File: src/rtl/rf_write_arbiter.sv
// Purpose: merges mem-load and ALU writebacks in arrival order into one registered RF write per cycle.
// Latency: 1 cycle from accept into an empty queue; an accept at occupancy c is written c+1 cycles later.
// Backpressure: mem_ready = (c < DEPTH), alu_ready = (c < DEPTH-1); both low during flush.
// Optional feature: define RFW_HAZARD_EN to build the queued-write hazard compare for the two read ports.
module rf_write_arbiter #(
    parameter int DEPTH = 2,
    parameter int CW    = 2
) (
    input  logic          clk,
    input  logic          rst,
    input  logic          mem_valid,
    input  logic [2:0]    mem_reg,
    input  logic [15:0]   mem_data,
    output logic          mem_ready,
    input  logic          alu_valid,
    input  logic [2:0]    alu_reg,
    input  logic [15:0]   alu_data,
    output logic          alu_ready,
    input  logic          flush,
    input  logic [2:0]    query1_reg,
    input  logic [2:0]    query2_reg,
    output logic          hazard1,
    output logic          hazard2,
    output logic          write,
    output logic [2:0]    writeregsel,
    output logic [15:0]   writedata,
    output logic [CW-1:0] pending
);

    localparam int PW = (DEPTH > 1) ? $clog2(DEPTH) : 1;

    typedef struct packed {
        logic [2:0]  rg;
        logic [15:0] dat;
    } rfw_entry_t;

    rfw_entry_t          fifo_mem [DEPTH];
    logic [PW-1:0]       rd_ptr;
    logic [PW-1:0]       wr_ptr;
    logic [CW-1:0]       count;

    logic                mem_acc;
    logic                alu_acc;
    logic                pop;
    logic                issue;
    rfw_entry_t          issue_entry;
    logic                push0_en;
    logic                push1_en;
    rfw_entry_t          push0_entry;
    rfw_entry_t          push1_entry;
    logic [1:0]          n_push;
    logic [CW-1:0]       count_nxt;
    rfw_entry_t          mem_entry;
    rfw_entry_t          alu_entry;

    // Modulo-DEPTH pointer increment; DEPTH need not be a power of two.
    function automatic logic [PW-1:0] ptr_inc(input logic [PW-1:0] p);
        return (p == PW'(DEPTH - 1)) ? '0 : p + 1'b1;
    endfunction

    assign mem_entry = '{rg: mem_reg, dat: mem_data};
    assign alu_entry = '{rg: alu_reg, dat: alu_data};

    // The alu threshold keeps one slot free so a mem request can always land.
    assign mem_ready = !flush && (count < CW'(DEPTH));
    assign alu_ready = !flush && (count < CW'(DEPTH - 1));
    assign mem_acc   = mem_valid && mem_ready;
    assign alu_acc   = alu_valid && alu_ready;
    assign pending   = count;

    // Issue selection: queue head first, else oldest new request bypasses the queue; rest pushed mem-first.
    always_comb begin
        pop         = 1'b0;
        issue       = 1'b0;
        issue_entry = fifo_mem[rd_ptr];
        push0_en    = 1'b0;
        push1_en    = 1'b0;
        push0_entry = mem_entry;
        push1_entry = alu_entry;
        if (!flush) begin
            if (count != '0) begin
                pop   = 1'b1;
                issue = 1'b1;
                if (mem_acc) begin
                    push0_en = 1'b1;
                    push1_en = alu_acc;
                end else if (alu_acc) begin
                    push0_en    = 1'b1;
                    push0_entry = alu_entry;
                end
            end else if (mem_acc) begin
                issue       = 1'b1;
                issue_entry = mem_entry;
                if (alu_acc) begin
                    push0_en    = 1'b1;
                    push0_entry = alu_entry;
                end
            end else if (alu_acc) begin
                issue       = 1'b1;
                issue_entry = alu_entry;
            end
        end
        n_push    = {1'b0, push0_en} + {1'b0, push1_en};
        count_nxt = flush ? '0 : (count - CW'(pop) + CW'(n_push));
    end

    // Occupancy and pointers; flush empties the queue and realigns the pointers.
    always_ff @(posedge clk or posedge rst) begin
        if (rst) begin
            count  <= '0;
            rd_ptr <= '0;
            wr_ptr <= '0;
        end else if (flush) begin
            count  <= '0;
            rd_ptr <= '0;
            wr_ptr <= '0;
        end else begin
            count <= count_nxt;
            if (pop)
                rd_ptr <= ptr_inc(rd_ptr);
            if (push1_en)
                wr_ptr <= ptr_inc(ptr_inc(wr_ptr));
            else if (push0_en)
                wr_ptr <= ptr_inc(wr_ptr);
        end
    end

    // Queue storage; a full-queue push may reuse the slot being popped this cycle.
    always_ff @(posedge clk) begin
        if (push0_en)
            fifo_mem[wr_ptr] <= push0_entry;
        if (push1_en)
            fifo_mem[ptr_inc(wr_ptr)] <= push1_entry;
    end

    // Registered RF write port; register/data hold when nothing issues.
    always_ff @(posedge clk or posedge rst) begin
        if (rst) begin
            write       <= 1'b0;
            writeregsel <= '0;
            writedata   <= '0;
        end else if (issue) begin
            write       <= 1'b1;
            writeregsel <= issue_entry.rg;
            writedata   <= issue_entry.dat;
        end else begin
            write       <= 1'b0;
        end
    end

`ifdef RFW_HAZARD_EN
    // Compare both read selects against every live queue entry; the output regs are bypassed by the RF.
    always_comb begin
        hazard1 = 1'b0;
        hazard2 = 1'b0;
        for (int i = 0; i < DEPTH; i++) begin
            int off;
            off = (i >= int'(rd_ptr)) ? (i - int'(rd_ptr)) : (i + DEPTH - int'(rd_ptr));
            if (off < int'(count)) begin
                if (fifo_mem[i].rg == query1_reg)
                    hazard1 = 1'b1;
                if (fifo_mem[i].rg == query2_reg)
                    hazard2 = 1'b1;
            end
        end
    end
`else
    wire unused_query = ^{query1_reg, query2_reg};
    assign hazard1 = 1'b0;
    assign hazard2 = 1'b0;
`endif

`ifndef SYNTHESIS
    // Pushes may never exceed the free space left after this cycle's pop.
    a_no_overflow: assert property (@(posedge clk) disable iff (rst)
        (int'(n_push) <= DEPTH - int'(count) + int'(pop)));
`endif

endmodule
File: config.mk
export PLATFORM = sky130hd
export DESIGN_NAME = rf_write_arbiter
export DESIGN_NICKNAME = d
export VERILOG_FILES = /design/src/rtl/rf_write_arbiter.sv
export SDC_FILE = /design/constraint.sdc
export NUM_CORES = 1
export LEC_CHECK = 0
export CORE_AREA = 3 3 80 82
export CTS_BUF_LIST = sky130_fd_sc_hd__clkbuf_2 sky130_fd_sc_hd__clkbuf_4 sky130_fd_sc_hd__clkbuf_8
export CTS_CLUSTER_DIAMETER = 200
export DETAILED_ROUTE_END_ITERATION = 12
export DIE_AREA = 0 0 83 85
export GPL_TIMING_DRIVEN = 0
export PLACE_DENSITY_LB_ADDON = 0.05
export SLEW_MARGIN = 10
export SYNTH_ARGS = -nofsm -noshare
export SYNTH_HDL_FRONTEND = slang
export SYNTH_SLANG_ARGS = --single-unit
File: constraint.sdc
create_clock -name clk -period 5.6 [get_ports clk]
set_input_delay 0.56 -clock clk [delete_from_list [all_inputs] [get_ports clk]]
set_output_delay 0.56 -clock clk [all_outputs]
set_load 0.1 [all_outputs]
==> results of run 1 <==
-- registers in the layout (all words and copies together) (netlist names) --
register,cells
writedata,16
pending,2
write,1
wr_ptr,1
writeregsel,3
rd_ptr,1
fifo_mem,38
-- kinds of logic (layout without fill, tap and decap cells) --
| family | Yosys count | count (layout) |
|---|---|---|
| multiplexers | 39 | 39 |
| flip-flops | 62 | 62 |
| buffers and inverters | 29 | 112 |
| AO/OA/AOI/OAI | 78 | 78 |
| AND/OR/NAND/NOR | 52 | 52 |
| adder cells (fa/ha/maj) | 2 | 2 |
| XOR/XNOR | 3 | 3 |
| other | 2 | 3 |
-- final cells by class --
type                       instances  area [sq um]
clock inverter                     6         52.55
fill                             437          1624
clock buffer                      10         131.4
multi-input combinational        177          1364
buffer                            25         112.6
sequential                        62          1742
timing repair buffer              67         680.7
inverter                           4         15.01
tap                               75         93.84
-- path summary, 6_finish.rpt --
kind	to	slack [ps]	start	cells after the start
setup / recovery	alu_ready	2190	pending[0]	4
hold / removal	pending[0]	530	flush	2
setup reg to reg	pending[1]	3140	pending[0]	8
hold reg to reg	wr_ptr	530	wr_ptr	1
max in group asynchronous	writedata[1]	4220	rst	2
min in group asynchronous	writedata[10]	760	rst	2
-- per-layer routing --
metal	track usage	wire length, um	share of wire	vias up
li1	-	-	-	1153
met1	0.3016	3357	0.42	1245
met2	0.4016	3974	0.50	101
met3	0.05146	524	0.066	11
met4	0.08470	136	0.017	0
met5	0	0	0	-
-- worst register-to-register path, delay by kind of cell (launching register included) --
family | cells | cell delay [ps]
and+or+nand+nor | 3 | 360
adders and majority gates | 2 | 740
DFF | 1 | 500
xor gates and xnor gates | 2 | 370
buffers and inverters | 1 | 380
-- per-stage QoR --
stage	std cells	utilization	setup slack (ps)	area [sq um]	hold WS [ps]
3_5_place_dp	410	0.6891	2393	4008	517.0
6_report	426	0.7207	2186	4192	525.2
3_3_place_gp	408	0.6831	1959	3973	458.9
5_1_grt	426	0.7207	2089	4192	527.3
4_1_cts	426	0.7207	2200	4192	522.0
2_1_floorplan	268	-	1560	3228	446.3
-- layout by cell type (no fill, tap or decap), types with 2 or more instances in the layout --
cell and count:
sky130_fd_sc_hd__a21oi_1 20, sky130_fd_sc_hd__a41oi_1 18, sky130_fd_sc_hd__and2_1 18, sky130_fd_sc_hd__buf_2 3, sky130_fd_sc_hd__buf_4 2, sky130_fd_sc_hd__buf_8 2, sky130_fd_sc_hd__clkbuf_1 18, sky130_fd_sc_hd__clkbuf_8 9
sky130_fd_sc_hd__clkdlybuf4s50_1 65, sky130_fd_sc_hd__clkinv_1 2, sky130_fd_sc_hd__clkinv_2 3, sky130_fd_sc_hd__conb_1 3, sky130_fd_sc_hd__dfrtp_1 24, sky130_fd_sc_hd__edfxtp_1 38, sky130_fd_sc_hd__inv_1 4, sky130_fd_sc_hd__mux2_2 28
sky130_fd_sc_hd__mux2_4 10, sky130_fd_sc_hd__nand3b_1 18, sky130_fd_sc_hd__nor2_1 7, sky130_fd_sc_hd__nor2_2 2, sky130_fd_sc_hd__o211ai_1 2, sky130_fd_sc_hd__o21ai_0 37, sky130_fd_sc_hd__xnor2_1 2
-- power by group through the flow --
stage	clock [mW]	combinational [mW]	sequential (mW)
5_1_grt	0.397	1.13	0.646
4_1_cts	0.372	1.08	0.635
3_5_place_dp	0	1.08	0.643
2_1_floorplan	0	0.350	1.09
6_report	0.372	1.08	0.637
3_3_place_gp	0	1.06	0.641
==> Implementation_results.wiki, run 1 <==
{| class="wikitable"
! Metric !! Value
|-
| Net switching power || 0.9938 mW
|-
| Last weighted congestion value of the routability-driven placer || 0.8166
|-
| Vert. Die Dim || 85 um
|-
| Cell with the most instances after synthesis || sky130_fd_sc_hd__edfxtp_1
|-
| Total Power Consumption || 2.088 mW
|-
| Final setup fails || 0
|-
| Multiplexer share of the synthesized area || 0.1475
|-
| Biggest fanout along the worst timing path || 10
|-
| Final worst path period need || 3414 ps
|-
| Buf+Inv Stages, Crit Path || 3
|-
| Power density of the placed cells || 498.2 nW/um^2
|-
| Initial standard-cell utilization of the core || 0.5544
|-
| Half-perimeter wire length after detailed placement || 5.484 mm
|-
| # H-tree levels || 3
|-
| Slew headroom || 0.3220
|-
| EDFF count, synth || 38
|-
| Clk network pwr share || 0.178
|-
| Kind of cell adding the most delay to the critical path || buffers and inverters
|-
| Final hold viol count || 0
|-
| Max cap viols || 0
|-
| Vias in the first global route || 2623
|-
| Post-synthesis share of cell area spent on full adders, half adders and majority gates || 0.01009
|-
| Maximum vdd ir drop || 0.3889 mV
|-
| Area contributors post-synth || sky130_fd_sc_hd__edfxtp_1 35%, sky130_fd_sc_hd__dfrtp_1 19%, sky130_fd_sc_hd__mux2_2 9.8%
|-
| Setup Crit Path Kind || reg -> out
|-
| Largest area contributor in the netlist || sky130_fd_sc_hd__edfxtp_1
|-
| Post-Synthesis Mean Instance Area || 12.08 sq um
|-
| Post-synth top area share || 0.3539
|-
| Number of violations reported at the end of detailed-routing iteration 0 || 249
|-
| Data required time at the worst endpoint || 5040 ps
|-
| Most instantiated cells after synthesis || 38 x sky130_fd_sc_hd__edfxtp_1, 37 x sky130_fd_sc_hd__o21ai_0, 28 x sky130_fd_sc_hd__mux2_2
|-
| First-pass GRT wire length || 13.03 mm
|-
| Fraction of final layout cells sized beyond drive strength 1 || 0.1823
|-
| Int Pwr || 1.094 mW
|-
| Hold-fix buffer count after cts || 0
|-
| Fraction of the mapped netlist area in simple logic gates || 0.1083
|-
| Slowest stage cell on the critical path || sky130_fd_sc_hd__clkdlybuf4s50_1
|-
| Seq cells post-synth || 62
|-
| Total clock sinks || 62
|-
| Post-CTS Setup Inserts || 0
|-
| Unrepaired setup endpoints after global routing || no
|-
| Ratio of final minimum period to clock period || 0.6096
|-
| Final number of max-transition violations || 0
|-
| Number of distinct library cells after synthesis || 31
|-
| Cell row count || 28
|-
| Worst Setup Start Kind || flip-flop
|-
| Area delta synth->final || 30.00%
|-
| Clock edge transition at the registers on the reported setup and hold paths || 60 ps
|-
| Post-synth ARST share || 0.3871
|-
| CTS tree || built
|-
| Std-Cell Core Area || 5816 sq um
|-
| Number of buffers added by the clock tree synthesis step || 9
|-
| Cts repair resizes || 0
|-
| Type of the tightest min-delay check || in -> reg
|-
| Detailed Routing Iterations Pass 1 || 4
|-
| Endpoint kind of the worst setup timing path || output port
|-
| Critical Path, Cell by Cell || or3_1 -> clkbuf_1 -> inv_1 -> clkdlybuf4s50_1
|-
| Overall Global Routing Usage || 0.2367
|-
| Number of antenna violations at the first check in global routing || 0
|-
| Post-synthesis instance area || 3224 sq um
|-
| Synth Instances || 267
|-
| Average routed wire per standard cell || 18.76 um
|-
| Comb power frac || 0.517
|-
| Critical path arrival || 2850 ps
|-
| Antenna Violating Nets Remaining || 0
|-
| Upper clock frequency limit || 293.0 MHz
|-
| Number of buffers inserted by port buffering || 65
|-
| Final net count || 397
|-
| Main synth FF type || sky130_fd_sc_hd__edfxtp_1
|-
| Avg Vias per Cell || 5.892
|-
| Outcome || completed
|-
| Synth Area in Compound Gates || 0.1440
|-
| Xor and xnor area share after synthesis || 0.008149
|-
| Switching power as a share of total power || 0.4760
|-
| Max clock buf depth || 2
|-
| Leakage power || 1.509 nW
|-
| Library cell used as clock root buffer || sky130_fd_sc_hd__clkbuf_8
|-
| Residual overflow from global routing || 0
|-
| Detailed Route WL || 7.993 mm
|-
| Count of pins on the block boundary || 75
|-
| Sequential fraction of the synthesis area || 0.5402
|-
| Peak per-stage delay on the critical path || 1140 ps
|-
| Largest net degree at the start of global routing || 25
|-
| Die Outline Area || 7055 sq um
|-
| Syn. warnings || 0
|-
| Via count || 2510
|-
| Number of diodes || 0
|-
| Combinational family with the most area after synthesis || multiplexers
|-
| Number of design rule violations left after detail routing || 0
|-
| Skew final || 5.789 ps
|-
| Portion of total power attributed to sequential cells || 0.305
|-
| Clock latency at the later pin of the worst-skew pair || 340 ps
|-
| Sum of negative setup slack || 0 ps
|-
| Floorplan die width || 83 um
|-
| Worst-margin pin slew || 1016 ps
|}
Power figures use the tool's default switching activity.
==> inputs of run 2 (changes only) <==
--- a/config.mk
+++ b/config.mk
@@ -5,11 +5,11 @@
 export SDC_FILE = /design/constraint.sdc
 export NUM_CORES = 1
 export LEC_CHECK = 0
-export CORE_AREA = 3 3 80 82
+export CORE_AREA = 3 3 83 85
 export CTS_BUF_LIST = sky130_fd_sc_hd__clkbuf_2 sky130_fd_sc_hd__clkbuf_4 sky130_fd_sc_hd__clkbuf_8
 export CTS_CLUSTER_DIAMETER = 200
 export DETAILED_ROUTE_END_ITERATION = 12
-export DIE_AREA = 0 0 83 85
+export DIE_AREA = 0 0 86 88
 export GPL_TIMING_DRIVEN = 0
 export PLACE_DENSITY_LB_ADDON = 0.05
 export SLEW_MARGIN = 10
==> constraint.sdc (replaced) <==
create_clock -name clk -period 3.22 [get_ports clk]
set_input_delay 0.322 -clock clk [delete_from_list [all_inputs] [get_ports clk]]
set_output_delay 0.322 -clock clk [all_outputs]
set_load 0.1 [all_outputs]
==> run 2 against run 1 <==
  * Clock skew rose by 0.51 ps
  * Combinational power rose by 75%
  * Hold slack got worse by 230 ps
  * Sequential share of layout area down 0.37 points
  * Die area is 7.3% higher
  * Via count fell by 0.92%
  * First-iteration DRC count is 35% lower
  * Clock power up 78%
  * Total power grew 75%
  * Final cell count grew 0.47%
  * Sequential power rose by 73%
  * Critical path type unchanged
  * Highest routed layer unchanged
==> Implementation_results.wiki, run 2 (synthesis results as in run 1) <==
{| class="wikitable"
! Metric !! Value
|-
| Most common library cell in the layout ignoring fill and taps || sky130_fd_sc_hd__clkdlybuf4s50_1 (unchanged)
|-
| Fraction of final layout cells sized beyond drive strength 1 || 0.1852 (was 0.1823)
|-
| Total clock sinks || 62 (unchanged)
|-
| Die Outline Area || 7568 sq um (was 7055 sq um)
|-
| DP Worst Slack || 289.0 ps (was 2393 ps)
|-
| Upper clock frequency limit || 365.8 MHz
|-
| Number of buffers inserted by port buffering || 65 (unchanged)
|-
| Data required time at the worst endpoint || 2900 ps (was 5040 ps)
|-
| Ratio of final minimum period to clock period || 0.8491
|-
| Number of diodes || 0 (unchanged)
|-
| Final net count || 397 (unchanged)
|-
| Worst Setup Start Kind || flip-flop (unchanged)
|-
| Setup Crit Path Kind || reg -> out (unchanged)
|-
| Final setup fails || 0 (unchanged)
|-
| Number of buffers added by the clock tree synthesis step || 9 (unchanged)
|-
| Average routed wire per standard cell || 19.51 um (was 18.76 um)
|-
| Worst-margin pin slew || 1049 ps (was 1016 ps)
|-
| Floorplan die width || 86 um (was 83 um)
|-
| Comb power frac || 0.517 (about the same)
|-
| Critical path arrival || 2410 ps (was 2850 ps)
|-
| Most frequent cells in the layout || 64 x sky130_fd_sc_hd__clkdlybuf4s50_1, 38 x sky130_fd_sc_hd__edfxtp_1, 37 x sky130_fd_sc_hd__o21ai_0, 28 x sky130_fd_sc_hd__mux2_2, 24 x sky130_fd_sc_hd__dfrtp_1 (was 65 x sky130_fd_sc_hd__clkdlybuf4s50_1, 38 x sky130_fd_sc_hd__edfxtp_1, 37 x sky130_fd_sc_hd__o21ai_0, 28 x sky130_fd_sc_hd__mux2_2, 24 x sky130_fd_sc_hd__dfrtp_1)
|-
| Via count || 2487 (was 2510)
|-
| Type of the tightest min-delay check || in -> reg (unchanged)
|-
| Number of violations reported at the end of detailed-routing iteration 0 || 161 (was 249)
|-
| Final number of max-transition violations || 0 (unchanged)
|-
| Overall Global Routing Usage || 0.2361 (was 0.2367)
|-
| Vias in the first global route || 2593 (was 2623)
|-
| Std-Cell Core Area || 6277 sq um (was 5816 sq um)
|-
| Endpoint kind of the worst setup timing path || output port (unchanged)
|-
| Half-perimeter wire length after detailed placement || 5.601 mm (was 5.484 mm)
|-
| Max clock buf depth || 2 (unchanged)
|-
| Clk network pwr share || 0.181 (was 0.178)
|-
| Worst hold slack across all endpoints || 296.3 ps (was 525.2 ps)
|-
| Detailed Route WL || 8.349 mm (was 7.993 mm)
|-
| Switching power as a share of total power || 0.4777 (was 0.4760)
|-
| Int Pwr || 1.910 mW (was 1.094 mW)
|-
| Last weighted congestion value of the routability-driven placer || 0.7815 (was 0.8166)
|-
| Power density of the placed cells || 864.8 nW/um^2 (was 498.2 nW/um^2)
|-
| Clock latency at the later pin of the worst-skew pair || 350 ps (was 340 ps)
|-
| Largest net degree at the start of global routing || 25 (unchanged)
|-
| Worst setup margin || 486.0 ps (was 2186 ps)
|-
| Avg Vias per Cell || 5.811 (was 5.892)
|-
| Library cell used as clock root buffer || sky130_fd_sc_hd__clkbuf_8 (unchanged)
|-
| Biggest fanout along the worst timing path || 10 (unchanged)
|-
| Number of design rule violations left after detail routing || 0 (unchanged)
|-
| Skew final || 6.302 ps (was 5.789 ps)
|-
| Outcome || completed (unchanged)
|-
| Area delta synth->final || 31.16% (was 30.00%)
|-
| Largest registers in the final layout || fifo_mem: 38 flops, writedata: 16 flops, writeregsel: 3 flops (unchanged)
|-
| Final hold viol count || 0 (unchanged)
|-
| Post-CTS Setup Inserts || 0 (unchanged)
|-
| Final worst path period need || 2734 ps
|-
| Vert. Die Dim || 88 um (was 85 um)
|-
| Detailed Routing Iterations Pass 1 || 4 (unchanged)
|-
| Unrepaired setup endpoints after global routing || no (unchanged)
|-
| CTS tree || built (unchanged)
|-
| Cell row count || 29 (was 28)
|-
| Largest register by flop count || fifo_mem (unchanged)
|-
| Maximum vdd ir drop || 0.7625 mV (was 0.3889 mV)
|-
| Number of antenna violations at the first check in global routing || 0 (unchanged)
|-
| Max cap viols || 0 (unchanged)
|-
| First-pass GRT wire length || 13.09 mm (was 13.03 mm)
|-
| Hold-fix buffer count after cts || 0 (unchanged)
|-
| Antenna Violating Nets Remaining || 0 (unchanged)
|-
| Initial standard-cell utilization of the core || 0.5137 (was 0.5544)
|-
| Net switching power || 1.747 mW (was 0.9938 mW)
|-
| Portion of total power attributed to sequential cells || 0.301 (was 0.305)
|-
| # H-tree levels || 3 (unchanged)
|-
| Total of fill cells in the finished design || 492 (was 437)
|-
| Largest register FFs || 38 (unchanged)
|-
| Count of pins on the block boundary || 75 (unchanged)
|-
| Residual overflow from global routing || 0 (unchanged)
|-
| Slew headroom || 0.2999 (was 0.3220)
|-
| Leakage power || 1.532 nW (was 1.509 nW)
|-
| Clock edge transition at the registers on the reported setup and hold paths || 70 ps (was 60 ps)
|}
run 2: critical path: stages, from the launching register on:
cell and delay (ps):
sky130_fd_sc_hd__dfrtp_1 500, sky130_fd_sc_hd__or3_1 410, sky130_fd_sc_hd__clkbuf_1 240, sky130_fd_sc_hd__inv_1 140, sky130_fd_sc_hd__dlymetal6s2s_1 760
run 2: per-stage QoR:
step	cells	utilization	TNS, ps	total power, mW	instance area (sq um)
5_1_grt	428	0.6737	0	3.815	4229
3_3_place_gp	410	0.6344	-5566	2.975	3983
3_5_place_dp	412	0.6440	0	3.007	4043
6_report	428	0.6737	0	3.657	4229
2_1_floorplan	268	-	0	2.509	3236
4_1_cts	428	0.6733	0	3.659	4227
run 2: path summary, 6_finish.rpt:
kind | startpoint | endpoint | slack [ps] | cells after the start
max | pending[1] | alu_ready | 490 | 4
min | flush | pending[0] | 300 | 2
max reg2reg | pending[1] | pending[1] | 800 | 8
min reg2reg | wr_ptr | wr_ptr | 490 | 1
max in group asynchronous | rst | writedata[5] | 2050 | 2
min in group asynchronous | rst | writedata[2] | 530 | 2
run 2: metal layers:
layer / vias to the layer above / global-route usage / wire length (um)
li1: 1163 / - / -
met1: 1229 / 0.3080 / 3633
met2: 84 / 0.3833 / 4089
met3: 11 / 0.05644 / 481
met4: 0 / 0.09065 / 144
met5: - / 0 / 0
run 2: layout make-up:
| type | instances | area [sq um] | share of cell area |
|---|---|---|---|
| sequential | 62 | 1742 | 0.4118 |
| buffer | 25 | 112.6 | 0.02663 |
| timing repair buffer | 67 | 708.2 | 0.1675 |
| tap | 77 | 96.34 | 0.02278 |
| inverter | 4 | 15.01 | 0.003550 |
| clock buffer | 10 | 131.4 | 0.03107 |
| clock inverter | 6 | 52.55 | 0.01243 |
| multi-input combinational | 177 | 1371 | 0.3243 |
run 2: power groups by stage:
stage / Combinational (mW) / Sequential [mW] / Clock, mW
6_report: 1.89 / 1.10 / 0.663
5_1_grt: 1.99 / 1.12 / 0.709
4_1_cts: 1.90 / 1.10 / 0.658
3_5_place_dp: 1.89 / 1.11 / 0
3_3_place_gp: 1.86 / 1.12 / 0
2_1_floorplan: 0.610 / 1.90 / 0
run 2: timing repair:
action / 4_1_cts / 5_1_grt
gates resized for setup: 0 / 1
endpoints found under the hold margin: 0 / 0
endpoints found under the setup margin: 0 / 1
==> inputs of run 3 (changes only) <==
==> constraint.sdc (replaced) <==
create_clock -name clk -period 2.6 [get_ports clk]
set_input_delay 0.26 -clock clk [delete_from_list [all_inputs] [get_ports clk]]
set_output_delay 0.26 -clock clk [all_outputs]
set_load 0.1 [all_outputs]
==> run 3 against run 2 <==
  * Flip-flop and latch count did not move
  * Critical endpoint unchanged
  * Non-clock buffer count fell by 2
  * Combinational power rose by 25%
==> Implementation_results.wiki, run 3 (synthesis results as in run 1) <==
{| class="wikitable"
! Metric !! Value
|-
| First-pass GRT wire length || 13.14 mm (was 13.09 mm)
|-
| Antenna Violating Nets Remaining || 0 (unchanged)
|-
| Count of pins on the block boundary || 75 (unchanged)
|-
| Detailed Route WL || 8.356 mm (was 8.349 mm)
|-
| Final hold viol count || 0 (unchanged)
|-
| Number of violations reported at the end of detailed-routing iteration 0 || 211 (was 161)
|-
| Final setup fails || 0 (unchanged)
|-
| Worst-margin pin slew || 1150 ps (was 1049 ps)
|-
| Final worst path period need || 2507 ps
|-
| Routed met1 length || 3.445 mm (was 3.633 mm)
|-
| Library cell used as clock root buffer || sky130_fd_sc_hd__clkbuf_8 (unchanged)
|-
| Number of design rule violations left after detail routing || 0 (unchanged)
|-
| Largest register FFs || 38 (unchanged)
|-
| Avg Vias per Cell || 5.972 (was 5.811)
|-
| Worst setup margin || 92.82 ps (was 486.0 ps)
|-
| Int Pwr || 2.451 mW (was 1.910 mW)
|-
| Area delta synth->final || 30.58% (was 31.16%)
|-
| DP Worst Slack || -285.1 ps (was 289.0 ps)
|-
| Post-Layout Inst Area || 4210 sq um (was 4229 sq um)
|-
| Power density of the placed cells || 1098 nW/um^2 (was 864.8 nW/um^2)
|-
| FF-to-FF Start || pending[1] (unchanged)
|-
| Largest register by flop count || fifo_mem (unchanged)
|-
| Total clock sinks || 62 (unchanged)
|-
| Die Outline Area || 7568 sq um (unchanged)
|-
| Via count || 2538 (was 2487)
|-
| Clock latency at the later pin of the worst-skew pair || 330 ps (was 350 ps)
|-
| Residual overflow from global routing || 0 (unchanged)
|-
| CTS tree || built (unchanged)
|-
| Largest registers in the final layout || fifo_mem: 38 flops, writedata: 16 flops, writeregsel: 3 flops (unchanged)
|-
| Sum of negative setup slack || 0 ps (unchanged)
|-
| Met2 routed wirelength || 4.105 mm (was 4.089 mm)
|-
| Largest net degree at the start of global routing || 25 (unchanged)
|-
| Critical path origin || pending[1] (unchanged)
|-
| Max cap viols || 0 (unchanged)
|-
| Number of antenna violations at the first check in global routing || 0 (unchanged)
|-
| Number of diodes || 0 (unchanged)
|-
| Std-Cell Core Area || 6277 sq um (unchanged)
|-
| Met3 WL || 634 um (was 481 um)
|-
| Initial standard-cell utilization of the core || 0.5137 (unchanged)
|-
| # H-tree levels || 3 (unchanged)
|-
| Total placed cells including tap cells || 410 (was 412)
|-
| Most frequent cells in the layout || 64 x sky130_fd_sc_hd__clkdlybuf4s50_1, 38 x sky130_fd_sc_hd__edfxtp_1, 37 x sky130_fd_sc_hd__o21ai_0, 28 x sky130_fd_sc_hd__mux2_2, 23 x sky130_fd_sc_hd__dfrtp_1 (was 64 x sky130_fd_sc_hd__clkdlybuf4s50_1, 38 x sky130_fd_sc_hd__edfxtp_1, 37 x sky130_fd_sc_hd__o21ai_0, 28 x sky130_fd_sc_hd__mux2_2, 24 x sky130_fd_sc_hd__dfrtp_1)
|-
| Maximum vdd ir drop || 0.6259 mV (was 0.7625 mV)
|-
| Final net count || 395 (was 397)
|-
| Number of buffers added by the clock tree synthesis step || 9 (unchanged)
|-
| Most common library cell in the layout ignoring fill and taps || sky130_fd_sc_hd__clkdlybuf4s50_1 (unchanged)
|-
| Number of buffers inserted by port buffering || 65 (unchanged)
|-
| Final number of max-transition violations || 0 (unchanged)
|-
| Clock edge transition at the registers on the reported setup and hold paths || 70 ps (about the same)
|-
| Uppermost metal layer occupied by signal nets || met4 (unchanged)
|-
| Vert. Die Dim || 88 um (unchanged)
|-
| Half-perimeter wire length after detailed placement || 5.514 mm (was 5.601 mm)
|-
| Data required time at the worst endpoint || 2340 ps (was 2900 ps)
|-
| Average routed wire per standard cell || 19.66 um (was 19.51 um)
|-
| Cell row count || 29 (unchanged)
|-
| Critical path arrival || 2250 ps (was 2410 ps)
|-
| Slew headroom || 0.2325 (was 0.2999)
|-
| Last weighted congestion value of the routability-driven placer || 0.7881 (was 0.7815)
|-
| Comb power frac || 0.510 (was 0.517)
|-
| Leakage power || 1.509 nW (was 1.532 nW)
|-
| Biggest fanout along the worst timing path || 10 (unchanged)
|-
| Switching power as a share of total power || 0.4698 (was 0.4777)
|-
| Outcome || completed (unchanged)
|-
| Endpoint kind of the worst setup timing path || output port (unchanged)
|-
| Net switching power || 2.172 mW (was 1.747 mW)
|-
| Vias in the first global route || 2601 (was 2593)
|-
| Unrepaired setup endpoints after global routing || no (unchanged)
|-
| Overall Global Routing Usage || 0.2346 (was 0.2361)
|-
| Ratio of final minimum period to clock period || 0.9643
|-
| Floorplan die width || 86 um (unchanged)
|-
| Portion of total power attributed to sequential cells || 0.297 (was 0.301)
|-
| Worst Setup Start Kind || flip-flop (unchanged)
|-
| Setup Crit Path Kind || reg -> out (unchanged)
|-
| Fraction of final layout cells sized beyond drive strength 1 || 0.1925 (was 0.1852)
|-
| Max clock buf depth || 2 (unchanged)
|-
| Hold Startpoint || flush (unchanged)
|-
| Detailed Routing Iterations Pass 1 || 5 (was 4)
|-
| Type of the tightest min-delay check || in -> reg (unchanged)
|-
| Number of cells in the finished layout apart from fillers || 425 (was 428)
|-
| Total of fill cells in the finished design || 481 (was 492)
|-
| Utilization after layout || 0.6707 (was 0.6737)
|-
| Clk network pwr share || 0.193 (was 0.181)
|-
| Upper clock frequency limit || 398.9 MHz
|-
| Placement-stage cell area || 4001 sq um (was 4043 sq um)
|-
| Skew final || 6.453 ps (was 6.302 ps)
|}
==> run 3: stage by stage <==
step	total power [mW]	hold slack, ps
6_report	4.623	248.0
3_5_place_dp	3.738	518.2
5_1_grt	4.821	260.3
3_3_place_gp	3.708	477.9
2_1_floorplan	3.127	274.6
4_1_cts	4.628	243.0
==> run 3: critical path: stages (launching register included) <==
cell and delay (ps):
sky130_fd_sc_hd__dfrtp_4 530, sky130_fd_sc_hd__or3_1 380, sky130_fd_sc_hd__clkbuf_1 260, sky130_fd_sc_hd__inv_1 170, sky130_fd_sc_hd__clkdlybuf4s15_2 570
==> run 3: timing repair <==
| action | CTS | global route |
|---|---|---|
| gates resized for setup | 3 | 3 |
| buffers inserted | 0 | 0 |
| endpoints found under the setup margin | 1 | 39 |
| hold buffers | 0 | 0 |
==> run 3: path summary, 6_finish.rpt <==
check,end,slack (ps),depth (start not counted)
worst max register to register,pending[1],210,8
min in group asynchronous,writedata[10],450,2
worst min register to register,wr_ptr,540,1
worst max-delay path,alu_ready,90,4
worst min-delay path,pending[1],250,2
max in group asynchronous,pending[1],1470,2
==> run 3: power groups by stage <==
stage,sequential (mW),combinational (mW),clock (mW)
after floorplan,2.36,0.771,0
after global placement,1.38,2.32,0
after detailed placement,1.39,2.35,0
after CTS,1.37,2.36,0.899
after global routing,1.39,2.46,0.966
final,1.37,2.36,0.892
==> run 3: routing by layer <==
layer | vias to the layer above | track usage
li1 | 1155 | -
met1 | 1239 | 0.2913
met4 | 0 | 0.09784
met5 | - | 0
met3 | 17 | 0.07150
met2 | 127 | 0.3826
==> run 3: layout make-up <==
| cell class | instances | area, sq um | area share |
|---|---|---|---|
| Buffer | 25 | 113.9 | 0.02704 |
| Timing Repair Buffer | 65 | 651.9 | 0.1548 |
| Clock inverter | 6 | 77.57 | 0.01842 |
| Tap cell | 77 | 96.34 | 0.02288 |
| Clock buffer | 9 | 123.9 | 0.02942 |
| Inverter | 4 | 15.01 | 0.003566 |
| Multi-Input combinational cell | 177 | 1386 | 0.3293 |
| Sequential cell | 62 | 1745 | 0.4146 |
